$ cat config.mk
export PLATFORM = sky130hd
export DESIGN_NAME = edge_detect_pipe
export DESIGN_NICKNAME = d
export VERILOG_FILES = /design/src/rtl/edge_detect_pipe.sv
export SDC_FILE = /design/constraint.sdc
export NUM_CORES = 1
export LEC_CHECK = 0
export BUFFER_PORTS_ARGS = -buffer_cell sky130_fd_sc_hd__buf_4
export CORE_ASPECT_RATIO = 0.6
export CORE_UTILIZATION = 55
export DETAILED_ROUTE_END_ITERATION = 8
export GPL_TIMING_DRIVEN = 0
export PLACE_DENSITY_LB_ADDON = 0.25
export SETUP_SLACK_MARGIN = 0.2
export SLEW_MARGIN = 5
export SYNTH_ARGS = -nofsm -noshare
export SYNTH_HDL_FRONTEND = slang
export SYNTH_SLANG_ARGS = --single-unit
$ cat constraint.sdc
create_clock -name clk -period 3.9 [get_ports clk]
set_input_delay 0.39 -clock clk [delete_from_list [all_inputs] [get_ports clk]]
set_output_delay 0.39 -clock clk [all_outputs]
set_load 0.02 [all_outputs]
$ cat src/rtl/edge_detect_pipe.sv
// Three-stage streaming 3x3 Sobel edge detector with valid/ready on both sides.
// Optional EDGE_DIR_EN adds the 2-bit edge direction output oDir.
module edge_detect_pipe #(
    parameter int PIX_W = 8,
    parameter int MODE  = 0,
    localparam int GW   = PIX_W + 3
) (
    input  logic               clk,
    input  logic               rst,
    input  logic [9*PIX_W-1:0] iGrid,
    input  logic [GW-1:0]      iThreshold,
    input  logic               in_valid,
    output logic               in_ready,
    output logic               out_valid,
    input  logic               out_ready,
    output logic               isEdge,
    output logic [GW-1:0]      oMag
`ifdef EDGE_DIR_EN
    ,
    output logic [1:0]         oDir
`endif
);

    localparam int SW = PIX_W + 2;

    generate
        if (MODE != 0 && MODE != 1) begin : g_bad_mode
            $error("edge_detect_pipe: MODE must be 0 (L1) or 1 (MAX)");
        end
    endgenerate

    logic [PIX_W-1:0] w_p [9];
    logic             w_rdy1, w_rdy2, w_rdy3;
    logic             r_v1, r_v2, r_v3;

    logic [SW-1:0]    r_col_a, r_col_b, r_row_t, r_row_b;
    logic [GW-1:0]    r_thr1, r_thr2;
    logic [GW-2:0]    r_ax, r_ay;

    logic signed [GW-1:0] w_gx, w_gy;
    logic [GW-2:0]        w_ax, w_ay;
    logic [GW:0]          w_sum;
    logic [GW-1:0]        w_l1, w_max, w_mag;

    function automatic logic [SW-1:0] wsum(input logic [PIX_W-1:0] a,
                                           input logic [PIX_W-1:0] b,
                                           input logic [PIX_W-1:0] c);
        return {2'b00, a} + {1'b0, b, 1'b0} + {2'b00, c};
    endfunction

    always_comb begin
        for (int k = 0; k < 9; k++) begin
            w_p[k] = iGrid[k*PIX_W +: PIX_W];
        end
    end

    // A stage may load when it is empty or the stage after it is moving.
    assign w_rdy3    = !r_v3 || out_ready;
    assign w_rdy2    = !r_v2 || w_rdy3;
    assign w_rdy1    = !r_v1 || w_rdy2;
    assign in_ready  = w_rdy1;
    assign out_valid = r_v3;

    always_ff @(posedge clk or posedge rst) begin
        if (rst) begin
            r_v1    <= 1'b0;
            r_col_a <= '0;
            r_col_b <= '0;
            r_row_t <= '0;
            r_row_b <= '0;
            r_thr1  <= '0;
        end else if (w_rdy1) begin
            r_v1 <= in_valid;
            if (in_valid) begin
                r_col_a <= wsum(w_p[0], w_p[3], w_p[6]);
                r_col_b <= wsum(w_p[2], w_p[5], w_p[8]);
                r_row_t <= wsum(w_p[0], w_p[1], w_p[2]);
                r_row_b <= wsum(w_p[6], w_p[7], w_p[8]);
                r_thr1  <= iThreshold;
            end
        end
    end

    assign w_gx = $signed({1'b0, r_col_a}) - $signed({1'b0, r_col_b});
    assign w_gy = $signed({1'b0, r_row_b}) - $signed({1'b0, r_row_t});
    // |g| never exceeds 4*(2^PIX_W-1), so GW-1 bits hold it exactly.
    assign w_ax = w_gx[GW-1] ? (~w_gx[GW-2:0] + (GW-1)'(1)) : w_gx[GW-2:0];
    assign w_ay = w_gy[GW-1] ? (~w_gy[GW-2:0] + (GW-1)'(1)) : w_gy[GW-2:0];

    always_ff @(posedge clk or posedge rst) begin
        if (rst) begin
            r_v2   <= 1'b0;
            r_ax   <= '0;
            r_ay   <= '0;
            r_thr2 <= '0;
        end else if (w_rdy2) begin
            r_v2 <= r_v1;
            if (r_v1) begin
                r_ax   <= w_ax;
                r_ay   <= w_ay;
                r_thr2 <= r_thr1;
            end
        end
    end

`ifdef EDGE_DIR_EN
    logic       r_sx, r_sy;
    logic [1:0] w_dir;

    always_ff @(posedge clk or posedge rst) begin
        if (rst) begin
            r_sx <= 1'b0;
            r_sy <= 1'b0;
        end else if (w_rdy2 && r_v1) begin
            r_sx <= w_gx[GW-1];
            r_sy <= w_gy[GW-1];
        end
    end

    always_comb begin
        w_dir = 2'b11;
        if ({1'b0, r_ax} >= {r_ay, 1'b0}) begin
            w_dir = 2'b00;
        end else if ({1'b0, r_ay} >= {r_ax, 1'b0}) begin
            w_dir = 2'b01;
        end else if (r_sx == r_sy) begin
            w_dir = 2'b10;
        end
    end
`endif

    assign w_sum = {2'b00, r_ax} + {2'b00, r_ay};
    assign w_l1  = w_sum[GW] ? {GW{1'b1}} : w_sum[GW-1:0];
    assign w_max = {1'b0, (r_ax >= r_ay) ? r_ax : r_ay};
    assign w_mag = (MODE == 1) ? w_max : w_l1;

    always_ff @(posedge clk or posedge rst) begin
        if (rst) begin
            r_v3   <= 1'b0;
            oMag   <= '0;
            isEdge <= 1'b0;
`ifdef EDGE_DIR_EN
            oDir   <= 2'b00;
`endif
        end else if (w_rdy3) begin
            r_v3 <= r_v2;
            if (r_v2) begin
                oMag   <= w_mag;
                isEdge <= (w_mag > r_thr2);
`ifdef EDGE_DIR_EN
                oDir   <= w_dir;
`endif
            end
        end
    end

endmodule

After elaboration in Yosys (flattened, before gate mapping)
Cells that the tools add are included.
{ "totals": {"rom_bits": 0, "word_cells": 41, "memories": 0, "in_bits": 87, "register_bits": 97, "output_inout_bits": 14, "latchBits": 0, "mem_bits_rw": 0} }
{ "classes": {"eq_ne": 0, "multipliers": 0, "order_cmp": 1, "shift": 0, "n_reduce_logical": 9, "div_mod_pow": 0, "add_sub_neg": 13, "bitwise": 2, "muxes": 3} }
{ "op_table": {"columns": ["cell", "n"], "rows": [
  ["10-bit by 8-bit adder with 10-bit output", 4],
  ["8-bit by 9-bit adder with 10-bit output", 4],
  ["10-bit by 10-bit subtractor with 11-bit output", 2],
  ["10-bit by 1-bit adder with 10-bit output, second input constant", 2],
  ["10-bit two-way mux", 2],
  ["10-bit inverter", 2],
  ["10-bit by 10-bit adder with 11-bit output", 1],
  ["11-bit > comparator", 1],
  ["11-bit two-way mux", 1],
  ["2-bit AND reduction", 3],
  ["1-bit zero test", 3],
  ["1-bit logical OR", 3]
]} }

Logic depth before layout (Yosys ltp)
Gate-level depths: netlist of the first run.
{ "depth": {"depth_word": 5, "mapped_depth": 14, "ltp_nobuf": 14} }

Worst setup path after synthesis of the first run
No wires, ideal clock.
{ "synth_timing": {"path_kind": "reg-to-reg", "from": "reg r_ax[0]", "to": "reg isEdge", "synth_period_minus_slack_ns": 2.702, "t_arrival_ns": 2.564, "path_buffers": 0, "t_required_ns": 3.761, "setup_time_ns": 0.139, "stages_incl_launch_ff": 15, "path_slack_ns": 1.198, "path_cell_list": "dfrtp_1 ha_1 fa_1 a21o_1 a21oi_1 nor2b_1 o21ai_1 nor2b_1 xnor2_1 ha_1 a21oi_1 nor2b_1 o21ai_0 o211a_1 o41ai_1"} }
{ "synth_between": {"elab_chain_len": 3} }
{ "synth_lines": {"columns": ["item", "line_no", "rtl"], "rows": [
  ["start: declaration", "38", "logic [GW-2:0] r_ax, r_ay;"],
  ["start signal: assignment", "99", "r_ax <= w_ax;"],
  ["10-bit by 10-bit adder with 11-bit output", "132", "assign w_sum = {2'b00, r_ax} + {2'b00, r_ay};"],
  ["11-bit two-way mux", "133", "assign w_l1 = w_sum[GW] ? {GW{1'b1}} : w_sum[GW-1:0];"],
  ["via w_l1[6]", "43", "logic [GW-1:0] w_l1, w_max, w_mag;"],
  ["11-bit > comparator", "149", "isEdge <= (w_mag > r_thr2);"],
  ["end signal: assignment", "149", null],
  ["end: declaration", "16", "output logic isEdge,"]
]} }
The timed path passes the listed nets, and every way through them passes these cells.
A chain may end at the register's enable or synchronous reset.

Final worst setup path of the first run
Same ends and word-level chain as after synthesis.

==> metrics.log, run 1 <==
[metrics] EDFF count, synth: 0
[metrics] layout overhead on the synthesized area: 16.6%
[metrics] Hold-fix buffers, CTS: 0
[metrics] total number of placement rows: 32
[metrics] largest family of logic cells by synthesized area: adder cells
[metrics] Syn Nets: 993
[metrics] post-synthesis average cell area: 9.27 um^2
[metrics] DR vias: 6060
[metrics] Remaining Overflow, GRT: 0
[metrics] number of nets in the layout: 1097
[metrics] worst path arrival time: 3.32 ns
[metrics] starting density of the core: 56.8%
[metrics] clock network latency to the later pin of the worst-skew pair: 0.35 ns
[metrics] Async S/R FF share, synth: 100%
[metrics] fraction of the mapped netlist area in simple logic gates: 15.5%
[metrics] final number of hold-violating endpoints: 0
[metrics] max-slew violation count: 0
[metrics] share of the synthesized netlist area taken by xor and xnor gates: 4.65%
[metrics] mux cell area share after synthesis: 1.96%
[metrics] final setup slack of the worst path: 0.794 ns
[metrics] post-synth top area share: 33.1%
[metrics] count of unique library cells instantiated by Yosys: 67
[metrics] main flop type after synthesis: dfrtp_1
[metrics] dpl ws: 0.827 ns
[metrics] endpoint class of the critical path: flip-flop
[metrics] HPWL after detailed placement: 14.4 mm
[metrics] IR Drop Worst-Case VDD: 360 uV
[metrics] transition time at the pin with the least slew margin: 0.735 ns
[metrics] Sinks on Clock Net: 97
[metrics] setup clock skew after layout: 0.0116 ns
[metrics] MaxCap Viol Count: 0
[metrics] die span in y: 91.5 um
[metrics] post-DR vias/cell: 5.66
[metrics] pin count of the biggest net entering global routing: 64
[metrics] number of instances in the synthesized netlist: 792
[metrics] Post-Synth Adder-Cell Area: 23.0%
[metrics] via count of the first global-routing pass: 5753
[metrics] post-route clock period utilization: 79.6%
[metrics] length of the first detailed-routing pass in iterations: 5
[metrics] number of filler instances in the final layout: 1093
[metrics] result of the run: completed
[metrics] number of endpoints failing setup at the final stage: 0
[metrics] kind of critical path: reg -> reg
[metrics] complex-gate fraction of the synthesized area: 17.0%
[metrics] R2R setup slack: 0.79 ns
[metrics] depth of the worst register-to-register path: 14
[metrics] final core utilization: 66.2%
[metrics] power consumption: 6.41 mW
[metrics] clock buffer depth: 2
[metrics] number of input and output port buffers inserted: 92
[metrics] fraction of layout instances using a drive strength above 1: 14.2%
[metrics] RD Place Congestion: 0.892
[metrics] HP Class: in -> async
[metrics] remaining routing DRC violations: 0
[metrics] area enclosed by the die boundary: 13800 um^2
[metrics] DRT antenna net count: 0
[metrics] flip-flop and latch count after synthesis: 97
[metrics] iteration-0 DRC count of the detailed router: 436
[metrics] number of antenna repair diodes: 0
[metrics] count of cells resized by post-cts repair: 0
[metrics] Leakage Power: 4.19 nW
[metrics] required arrival time at the worst endpoint: 4.11 ns
[metrics] placed inst area: 8270 um^2
[metrics] cells taking the most area after synthesis: dfrtp_1 (33%), ha_1 (13%), fa_1 (9.5%)
[metrics] root buffer cell: clkbuf_16
[metrics] GRT Resource Usage Total: 27.7%
[metrics] TritonCTS clock tree: yes
[metrics] combined area of all synthesized cells: 7340 um^2
[metrics] Yosys warning total: 0
[metrics] clock-pin slew reported for the worst setup and hold paths after clock tree synthesis: 0.08 ns
[metrics] number of buffers created by CTS: 9
[metrics] element type at the critical path start: flip-flop
[metrics] power density of the placed cells: 748 nW/um^2
[metrics] drt total wl: 17.7 mm
[metrics] reg-to-reg critical path endpoint: isEdge
[metrics] antenna violations before repair: 0
[metrics] RSZ-0062 raised after global routing: false
[metrics] wire length of the first global-routing pass: 29.2 mm
[metrics] overall die width: 151 um
[metrics] sequential share of the synthesized area: 33.1%
[metrics] H-Tree Level Count: 3
[metrics] post-CTS setup buffers: 0
[metrics] highest clock rate: 322 MHz
[metrics] top cell type by total area after synthesis: dfrtp_1
[metrics] startpoint of the lowest-slack register-to-register path: r_ax[0]
[metrics] core outline area: 12900 um^2
[metrics] routed wire length per instance: 16.5 um
[metrics] Total Negative Setup Slacks: 0 ns
[metrics] largest driver fanout on the critical path: 2
[metrics] number of ports placed on the die boundary: 101
[metrics] max-slew headroom at the worst pin: 51.0%
[metrics] Final Critical Period: 3.11 ns
[metrics] Final Cell Area: 8560 um^2
-- cells in the final DEF (no fill, tap or decap), types with 5 or more instances in the layout --
cell and instances:
clkbuf_1 11, inv_1 70, fa_1 35, xor2_1 10
buf_4 92, a21boi_1 7, clkbuf_16 9, o21ai_0 50
mux2_2 9, nor3_1 15, ha_1 79, buf_1 7
nor2b_1 13, o31ai_1 10, nand2b_1 8, nand3_1 11
nor2_1 36, nand2_1 125, o21a_1 7, xnor2_1 29
o21ai_1 19, a21oi_1 27, nand4b_1 6, dfrtp_1 97
a21o_1 25, and3_1 5, a31oi_1 6, and2_1 5
-- critical path, stage by stage (launching register included) --
cell     delay (ns)
dfrtp_1        0.40
ha_1           0.24
fa_1           0.42
a21o_1         0.18
a21oi_1        0.22
nor2b_1        0.07
o21ai_1        0.16
nor2b_1        0.19
xnor2_1        0.21
ha_1           0.31
a21oi_1        0.15
nor2b_1        0.06
o21ai_0        0.14
o211a_1        0.17
o41ai_1        0.06
-- power by group --
part / switching [mW] / internal (mW) / leakage, nW / total (mW)
logic: 2.27 / 1.74 / 2.88 / 4.01
registers: 0.185 / 1.34 / 1.17 / 1.53
clock network: 0.422 / 0.445 / 0.135 / 0.868
-- through the flow --
step                hold slack, ns  std cells
finish                      0.0601       1071
detailed placement           0.451       1055
CTS                         0.0733       1071
global route                0.0904       1071
floorplan                    0.439        792
global placement             0.448       1054
-- synth_stat cells, types with 5 or more instances --
master / number
xor2_1: 10
mux2_2: 9
o21a_1: 7
a31oi_1: 6
and3_1: 5
a21o_1: 25
buf_1: 7
inv_1: 71
nand2_1: 125
nand3_1: 11
nor2b_1: 13
nand4b_1: 6
nor3_1: 15
o21ai_0: 50
fa_1: 35
o21ai_1: 19
nor2_1: 36
a21oi_1: 27
o31ai_1: 10
ha_1: 79
nand2b_1: 8
clkbuf_1: 11
and2_1: 5
dfrtp_1: 97
a21boi_1: 7
xnor2_1: 29
-- routing by layer --
metal	wire, um	share of wire (%)	global-route usage (%)
met1	9610	54	47.5
met2	6750	38	34.8
met3	1140	6.5	4.72
met4	157	0.89	5.25
met5	0	0	0
-- flip-flops by register name, indices dropped and copies added (netlist names) --
name	cells
r_ay	10
r_thr2	11
r_ax	10
r_v1	1
isEdge	1
r_row_b	10
r_v2	1
r_row_t	10
out_valid	1
r_thr1	11
oMag	11
r_col_a	10
r_col_b	10
-- logic make-up (layout without fill, tap and decap cells) --
group | after synthesis | count (layout)
XOR/XNOR | 39 | 39
AO/OA/AOI/OAI | 193 | 193
AND/OR/NAND/NOR | 245 | 245
buffers and inverters | 91 | 200
adder cells (fa/ha/maj) | 114 | 114
flip-flops | 97 | 97
multiplexers | 13 | 13
-- area by class of cell --
cell class / count / area [um^2] / area share (%)
clock inverters: 7 / 61.3 / 0.716
repair buffers: 93 / 718 / 8.39
clock buffers: 9 / 225 / 2.63
flip-flops and latches: 97 / 2430 / 28.4
inverters: 71 / 269 / 3.14
well taps: 170 / 213 / 2.48
plain buffers: 20 / 83.8 / 0.979
multi-input cells: 604 / 4560 / 53.3
-- worst max-delay path by stage --
stage                  from         end  slack (ns)  cells past startpoint
floorplan               rst      isEdge        0.98                      1
global placement        rst  r_col_a[0]       -0.22                      2
detailed placement  r_ax[0]      isEdge        0.83                     14
CTS                 r_ax[0]      isEdge        0.80                     14
global route        r_ax[0]      isEdge        0.57                     14
finish              r_ax[0]      isEdge        0.79                     14
(Power assumes the default switching activity.)
==> inputs of run 2 (changes only) <==
--- a/config.mk
+++ b/config.mk
@@ -5,9 +5,10 @@
 export SDC_FILE = /design/constraint.sdc
 export NUM_CORES = 1
 export LEC_CHECK = 0
+export ABC_AREA = 1
 export BUFFER_PORTS_ARGS = -buffer_cell sky130_fd_sc_hd__buf_4
 export CORE_ASPECT_RATIO = 0.6
-export CORE_UTILIZATION = 55
+export CORE_UTILIZATION = 54
 export DETAILED_ROUTE_END_ITERATION = 8
 export GPL_TIMING_DRIVEN = 0
 export PLACE_DENSITY_LB_ADDON = 0.25
==> constraint.sdc (replaced) <==
create_clock -name clk -period 2.75 [get_ports clk]
set_input_delay 0.275 -clock clk [delete_from_list [all_inputs] [get_ports clk]]
set_output_delay 0.275 -clock clk [all_outputs]
set_load 0.02 [all_outputs]
==> metrics.log, run 2 <==
[metrics] result of the run: complete, but fails checks
[metrics] failing checks: negative setup slack
[metrics] Post-Synth Adder-Cell Area: 21.5% (-1.5 points)
[metrics] Hold-fix buffers, CTS: 0 (unchanged)
[metrics] Leakage Power: 5.08 nW (+21%)
[metrics] number of ports placed on the die boundary: 101 (unchanged)
[metrics] IR Drop Worst-Case VDD: 586 uV (+63%)
[metrics] largest driver fanout on the critical path: 2 (unchanged)
[metrics] placed inst area: 8850 um^2 (+7.0%)
[metrics] most used standard cells in the synthesized netlist: nand2_1 (334), inv_1 (163), dfrtp_1 (97), ha_1 (79), o21ai_0 (69)
[metrics] commonest non-fill, non-tap cells in the layout: nand2_1 (330), inv_1 (161), buf_4 (103)
[metrics] core outline area: 13900 um^2 (+7.6%)
[metrics] area used by multi-input combinational logic: 4870 um^2 (+6.8%)
[metrics] H-Tree Level Count: 3 (unchanged)
[metrics] Yosys warning total: 0 (unchanged)
[metrics] RD Place Congestion: 0.936 (+4.9%)
[metrics] wire length of the first global-routing pass: 35.3 mm (+21%)
[metrics] GRT Resource Usage Total: 31.3% (+3.6 points)
[metrics] transition time at the pin with the least slew margin: 0.886 ns (+0.151 ns)
[metrics] top cell type by total area after synthesis: dfrtp_1
[metrics] required arrival time at the worst endpoint: 2.99 ns (-1.12 ns)
[metrics] clock network latency to the later pin of the worst-skew pair: 0.35 ns (about the same)
[metrics] main flop type after synthesis: dfrtp_1
[metrics] endpoint class of the critical path: flip-flop
[metrics] Async S/R FF share, synth: 100% (unchanged)
[metrics] pin count of the biggest net entering global routing: 39 (-39%)
[metrics] overall die width: 158 um (+4.4%)
[metrics] combinational power share: 65.6% (+3.0 points)
[metrics] total area of sequential cells: 2430 um^2 (about the same)
[metrics] number of endpoints failing setup at the final stage: 1 (+1)
[metrics] flip-flop and latch count after synthesis: 97 (unchanged)
[metrics] number of antenna repair diodes: 0 (unchanged)
[metrics] Clk network pwr share: 13.1% (-0.4 points)
[metrics] startpoint of the lowest-slack register-to-register path: r_ax[0]
[metrics] number of input and output port buffers inserted: 92 (unchanged)
[metrics] iteration-0 DRC count of the detailed router: 562 (+29%)
[metrics] DRT antenna net count: 0 (unchanged)
[metrics] Final Critical Period: 2.76 ns (-0.348 ns)
[metrics] largest family of logic cells by synthesized area: simple AND/OR/NAND/NOR gates
[metrics] Sinks on Clock Net: 97 (unchanged)
[metrics] kind of critical path: reg -> reg
[metrics] remaining routing DRC violations: 0 (unchanged)
[metrics] DR vias: 7224 (+19%)
[metrics] antenna violations before repair: 0 (unchanged)
[metrics] mux cell area share after synthesis: 0% (-2.0 points)
[metrics] Regs by FF count: oMag x11, r_thr1 x11, r_thr2 x11
[metrics] post-synthesis average cell area: 7.53 um^2 (-19%)
[metrics] final setup slack of the worst path: -0.00764 ns (-0.802 ns)
[metrics] drt total wl: 21.7 mm (+23%)
[metrics] via count of the first global-routing pass: 7018 (+22%)
[metrics] clock buffer depth: 2 (unchanged)
[metrics] layout overhead on the synthesized area: 19.8%
[metrics] setup clock skew after layout: 0.00698 ns (-0.00458 ns)
[metrics] complex-gate fraction of the synthesized area: 9.57% (-7.4 points)
[metrics] Internal: 5.51 mW (+56%)
[metrics] max-slew violation count: 0 (unchanged)
[metrics] number of buffers created by CTS: 9 (unchanged)
[metrics] count of unique library cells instantiated by Yosys: 38 (-43%)
[metrics] power density of the placed cells: 1140 nW/um^2 (+52%)
[metrics] R2R setup slack: -0.008 ns (-0.80 ns)
[metrics] Critical-path top delay cell: dfrtp_1
[metrics] switching pwr: 5.19 mW (+80%)
[metrics] fraction of the mapped netlist area in simple logic gates: 27.0% (+12 points)
[metrics] final core utilization: 67.7% (+1.5 points)
[metrics] most instantiated library cell after synthesis: nand2_1
[metrics] fraction of layout instances using a drive strength above 1: 17.2% (+3.0 points)
[metrics] Final Cell Area: 9420 um^2 (+10%)
[metrics] HP Class: in -> async
[metrics] number of instances in the synthesized netlist: 1045 (+32%)
[metrics] cells taking the most area after synthesis: dfrtp_1 (31%), nand2_1 (16%), ha_1 (13%)
[metrics] number of nets in the layout: 1361 (+24%)
[metrics] MaxCap Viol Count: 0 (unchanged)
[metrics] root buffer cell: clkbuf_16
[metrics] Total Negative Setup Slacks: -0.00764 ns (-0.00764 ns)
[metrics] sequential share of the synthesized area: 30.8% (-2.2 points)
[metrics] highest clock rate: 363 MHz (+13%)
[metrics] starting density of the core: 56.6% (-0.21 points)
[metrics] Syn Nets: 1246 (+25%)
[metrics] depth of the worst register-to-register path: 15 (+1)
[metrics] RSZ-0062 raised after global routing: true
[metrics] crit path cell chain: ha_4 -> fa_2 -> nand3_2 -> nand3_4 -> a21oi_4 -> buf_4 -> buf_4 -> xor2_4 -> ha_4 -> a21oi_1 -> o21ai_1 -> nand4_1 -> o2111ai_1 -> nand3_1 -> nand2_1
[metrics] reg-to-reg critical path endpoint: isEdge
[metrics] HPWL after detailed placement: 17.4 mm (+21%)
[metrics] switching fraction of total power: 48.5% (+3.5 points)
[metrics] post-synth top area share: 30.8% (-2.2 points)
[metrics] post-DR vias/cell: 5.32 (-5.9%)
[metrics] worst stage delay on the critical path: 0.42 ns (about the same)
[metrics] Post-Route Hold Slack: 0.00447 ns (-0.0556 ns)
[metrics] max-slew headroom at the worst pin: 40.9% (-10 points)
[metrics] Remaining Overflow, GRT: 0 (unchanged)
[metrics] EDFF count, synth: 0 (unchanged)
[metrics] die span in y: 95.5 um (+4.4%)
[metrics] portion of total power attributed to sequential cells: 21.3% (-2.6 points)
[metrics] routed wire length per instance: 16.0 um (-2.9%)
[metrics] combined area of all synthesized cells: 7870 um^2 (+7.2%)
[metrics] length of the first detailed-routing pass in iterations: 5 (unchanged)
[metrics] TritonCTS clock tree: yes
[metrics] share of the synthesized netlist area taken by xor and xnor gates: 1.67% (-3.0 points)
[metrics] worst path arrival time: 3.00 ns (-0.32 ns)
[metrics] number of filler instances in the final layout: 1164 (+6.5%)
[metrics] final number of hold-violating endpoints: 0 (unchanged)
[metrics] post-route clock period utilization: 100% (+21 points)
[metrics] clock-pin slew reported for the worst setup and hold paths after clock tree synthesis: 0.07 ns (about the same)
[metrics] total number of placement rows: 33 (+3.1%)
[metrics] most common cell after layout, fill and taps aside: nand2_1
[metrics] element type at the critical path start: flip-flop
[metrics] area enclosed by the die boundary: 15100 um^2 (+9.0%)
-- run 2: area by class of cell --
class	instances	area share [%]
Multi-Input combinational cell	759	51.7
Sequential cell	97	25.8
Timing Repair Buffer	104	8.55
Inverter	172	6.92
Clock buffer	11	2.58
Tap cell	192	2.55
Buffer	17	0.982
Clock inverter	5	0.929
-- run 2: layer usage --
layer | global-route usage [%] | wire length, um | vias to the layer above
li1 | - | - | 3546
met1 | 46.6 | 10800 | 3437
met2 | 43.8 | 8570 | 212
met3 | 9.77 | 2000 | 29
met4 | 6.96 | 320 | 0
met5 | 0 | 0 | -
-- run 2: metrics by stage --
step	total power [mW]	instances	setup slack, ns
after global routing	11.7	1357	-0.115
after detailed placement	8.22	1331	-0.190
after CTS	10.1	1357	0.0649
after floorplan	6.71	1045	0.213
after global placement	8.02	1329	-0.144
final	10.7	1357	-0.00764
-- run 2: worst max-delay path by stage --
stage	slack, ns	endpoint	startpoint
floorplan	0.21	isEdge	r_ax[0]
global placement	-0.14	isEdge	r_ax[0]
detailed placement	-0.19	isEdge	r_ax[0]
global route	-0.12	isEdge	r_ax[0]
finish	-0.008	isEdge	r_ax[0]
CTS	0.06	isEdge	r_ay[0]
-- run 2: kinds of logic (layout without fill, tap and decap cells) --
group	count (synthesis)	count (layout)
AOI/OAI and AO/OA	140	140
xor gates and xnor gates	15	15
adders and majority gates	114	114
buffers and inverters	189	309
DFF	97	97
and+or+nand+nor	490	490
-- run 2: power by group through the flow --
stage          sequential [mW]  combinational [mW]  clock [mW]
2_1_floorplan             2.27                4.44           0
3_3_place_gp              2.26                5.76           0
3_5_place_dp              2.27                5.95           0
4_1_cts                   2.26                6.48        1.41
5_1_grt                   2.33                7.92        1.46
6_report                  2.28                7.02        1.40
-- run 2: critical path: cells and delay by family (launching register included) --
family          cells  cell delay (ns)
compound gates      4             0.58
xor+xnor            1             0.18
fa+ha+maj           3             0.79
buf+inv             2             0.26
flops               1             0.42
simple gates        5             0.42
-- run 2: what timing repair did --
item | in CTS | in global routing
resized for setup | 10 | 21
setup buffers | 10 | 0
pin swaps | 12 | 8
endpoints found under the setup margin | 1 | 3
==> inputs of run 3 (changes only) <==
--- a/config.mk
+++ b/config.mk
@@ -11,7 +11,7 @@
 export CORE_UTILIZATION = 54
 export DETAILED_ROUTE_END_ITERATION = 8
 export GPL_TIMING_DRIVEN = 0
-export PLACE_DENSITY_LB_ADDON = 0.25
+export PLACE_DENSITY = 0.89
 export SETUP_SLACK_MARGIN = 0.2
 export SLEW_MARGIN = 5
 export SYNTH_ARGS = -nofsm -noshare
==> metrics.log, run 3 (same netlist as run 2, synthesis figures left out) <==
[metrics] remaining routing DRC violations: 0 (unchanged)
[metrics] result of the run: complete, but fails checks
[metrics] max-slew headroom at the worst pin: 46.0% (+5.1 points)
[metrics] length of the first detailed-routing pass in iterations: 6 (+1)
[metrics] element type at the critical path start: flip-flop
[metrics] Sinks on Clock Net: 97 (unchanged)
[metrics] drt total wl: 23.0 mm (+5.9%)
[metrics] MaxCap Viol Count: 0 (unchanged)
[metrics] total number of placement rows: 33 (unchanged)
[metrics] most common cell after layout, fill and taps aside: nand2_1
[metrics] Final Critical Period: 2.83 ns (+0.0705 ns)
[metrics] TritonCTS clock tree: yes
[metrics] post-route clock period utilization: 103% (+2.6 points)
[metrics] starting density of the core: 56.6% (unchanged)
[metrics] required arrival time at the worst endpoint: 3.04 ns (+0.05 ns)
[metrics] root buffer cell: clkbuf_16
[metrics] max-slew violation count: 0 (unchanged)
[metrics] HP Class: in -> reg
[metrics] RSZ-0062 raised after global routing: true
[metrics] GRT Resource Usage Total: 32.0% (+0.68 points)
[metrics] Regs by FF count: oMag x11, r_thr1 x11, r_thr2 x11
[metrics] largest driver fanout on the critical path: 3 (+1)
[metrics] transition time at the pin with the least slew margin: 0.810 ns (-0.0761 ns)
[metrics] number of nets in the layout: 1362 (+0.073%)
[metrics] RD Place Congestion: 0.946 (+1.1%)
[metrics] wire length of the first global-routing pass: 36.3 mm (+2.9%)
[metrics] clock-pin slew reported for the worst setup and hold paths after clock tree synthesis: 0.07 ns (about the same)
[metrics] iteration-0 DRC count of the detailed router: 798 (+42%)
[metrics] final setup slack of the worst path: -0.0781 ns (-0.0705 ns)
[metrics] worst path arrival time: 3.12 ns (+0.12 ns)
[metrics] number of buffers created by CTS: 9 (unchanged)
[metrics] kind of critical path: reg -> reg
[metrics] number of input and output port buffers inserted: 92 (unchanged)
[metrics] post-DR vias/cell: 5.57 (+4.6%)
[metrics] area enclosed by the die boundary: 15100 um^2 (unchanged)
[metrics] fraction of layout instances using a drive strength above 1: 17.3% (+0.16 points)
[metrics] failing checks: negative setup slack
[metrics] clock buffer depth: 2 (unchanged)
[metrics] number of antenna repair diodes: 0 (unchanged)
[metrics] setup clock skew after layout: 0.0109 ns (+0.00396 ns)
[metrics] via count of the first global-routing pass: 7168 (+2.1%)
[metrics] number of endpoints failing setup at the final stage: 1 (unchanged)
[metrics] die span in y: 95.5 um (unchanged)
[metrics] endpoint class of the critical path: flip-flop
[metrics] HPWL after detailed placement: 17.9 mm (+2.9%)
[metrics] clock network latency to the later pin of the worst-skew pair: 0.35 ns (about the same)
[metrics] DRT antenna net count: 0 (unchanged)
[metrics] final number of hold-violating endpoints: 0 (unchanged)
[metrics] overall die width: 158 um (unchanged)
[metrics] core outline area: 13900 um^2 (unchanged)
[metrics] final core utilization: 67.8% (about the same)
[metrics] power density of the placed cells: 1160 nW/um^2 (+2.1%)
[metrics] H-Tree Level Count: 3 (unchanged)
[metrics] Final Cell Area: 9430 um^2 (about the same)
[metrics] number of ports placed on the die boundary: 101 (unchanged)
[metrics] antenna violations before repair: 0 (unchanged)
[metrics] Remaining Overflow, GRT: 0 (unchanged)
[metrics] IR Drop Worst-Case VDD: 613 uV (+4.5%)
[metrics] highest clock rate: 354 MHz (-2.5%)
[metrics] placed inst area: 8870 um^2 (+0.23%)
[metrics] DR vias: 7562 (+4.7%)
[metrics] layout overhead on the synthesized area: 19.8% (about the same)
[metrics] Leakage Power: 5.09 nW (+0.25%)
[metrics] routed wire length per instance: 16.9 um (+5.8%)
[metrics] pin count of the biggest net entering global routing: 32 (-18%)
[metrics] commonest non-fill, non-tap cells in the layout: nand2_1 (330), inv_1 (161), buf_4 (102)
-- run 3: power breakdown --
part / internal (mW) / total [mW] / switching, mW
Clock: 0.797 / 1.36 / 0.562
Combinational: 2.74 / 7.28 / 4.55
Sequential: 1.94 / 2.29 / 0.349
Total: 5.47 / 10.9 / 5.46
-- run 3: critical path: stages, from the launching register on --
cell and delay (ns):
dfrtp_1 0.41, ha_4 0.19, fa_2 0.36, nand3_2 0.11, nand3_4 0.09, a21oi_4 0.20, o21bai_4 0.10, xor2_2 0.19
inv_2 0.07, ha_4 0.29, nand2_4 0.06, nor4_4 0.29, nand2_1 0.14, o2111ai_2 0.09, nand3_1 0.11, nand2_1 0.08
-- run 3: worst paths after layout --
| check | startpoint | end | slack [ns] | cells past startpoint |
|---|---|---|---|---|
| worst max-delay path | r_ax[0] | isEdge | -0.08 | 15 |
| worst min-delay path | iThreshold[0] | r_thr1[0] | 0.12 | 3 |
| worst max register to register | r_ax[0] | isEdge | -0.08 | 15 |
| worst min register to register | r_thr1[0] | r_thr2[0] | 0.47 | 2 |
| max in group asynchronous | rst | r_thr2[4] | 1.36 | 6 |
| min in group asynchronous | rst | r_thr1[8] | 0.47 | 3 |
-- run 3: layout make-up --
type / count / area, um^2
Inverter: 172 / 652
Timing Repair Buffer: 105 / 828
Clock inverter: 7 / 95.1
Tap cell: 192 / 240
Multi-Input combinational cell: 759 / 4870
Sequential cell: 97 / 2430
Clock buffer: 9 / 225
Buffer: 17 / 92.6
Fill cell: 1117 / 4480
-- run 3: layer usage --
layer	share of wire [%]	wire length (um)	vias up	GRT usage [%]
met1	46	10600	3542	46.7
met3	10	2370	67	8.64
met4	2.2	496	0	6.47
li1	-	-	3563	-
met2	41	9520	390	47.2
met5	0	0	-	0
-- run 3: metrics by stage --
| step | instances | total power [mW] | hold slack (ns) | worst slack (ns) | TNS (ns) |
|---|---|---|---|---|---|
| floorplan | 1045 | 6.71 | 0.385 | 0.213 | 0 |
| global placement | 1329 | 8.03 | 0.453 | -0.122 | -0.122 |
| detailed placement | 1332 | 8.33 | 0.289 | -0.120 | -0.153 |
| CTS | 1353 | 10.0 | 0.117 | 0.0309 | 0 |
| global route | 1358 | 11.8 | 0.136 | -0.189 | -0.189 |
| finish | 1358 | 10.9 | 0.120 | -0.0781 | -0.0781 |
-- run 3: what timing repair did --
action,in CTS,in global routing
pin swaps,9,14
hold buffers,1,0
gates resized for setup,9,21
endpoints found under the setup margin,1,4
hold endpoints to repair,15,0
setup buffers,4,5
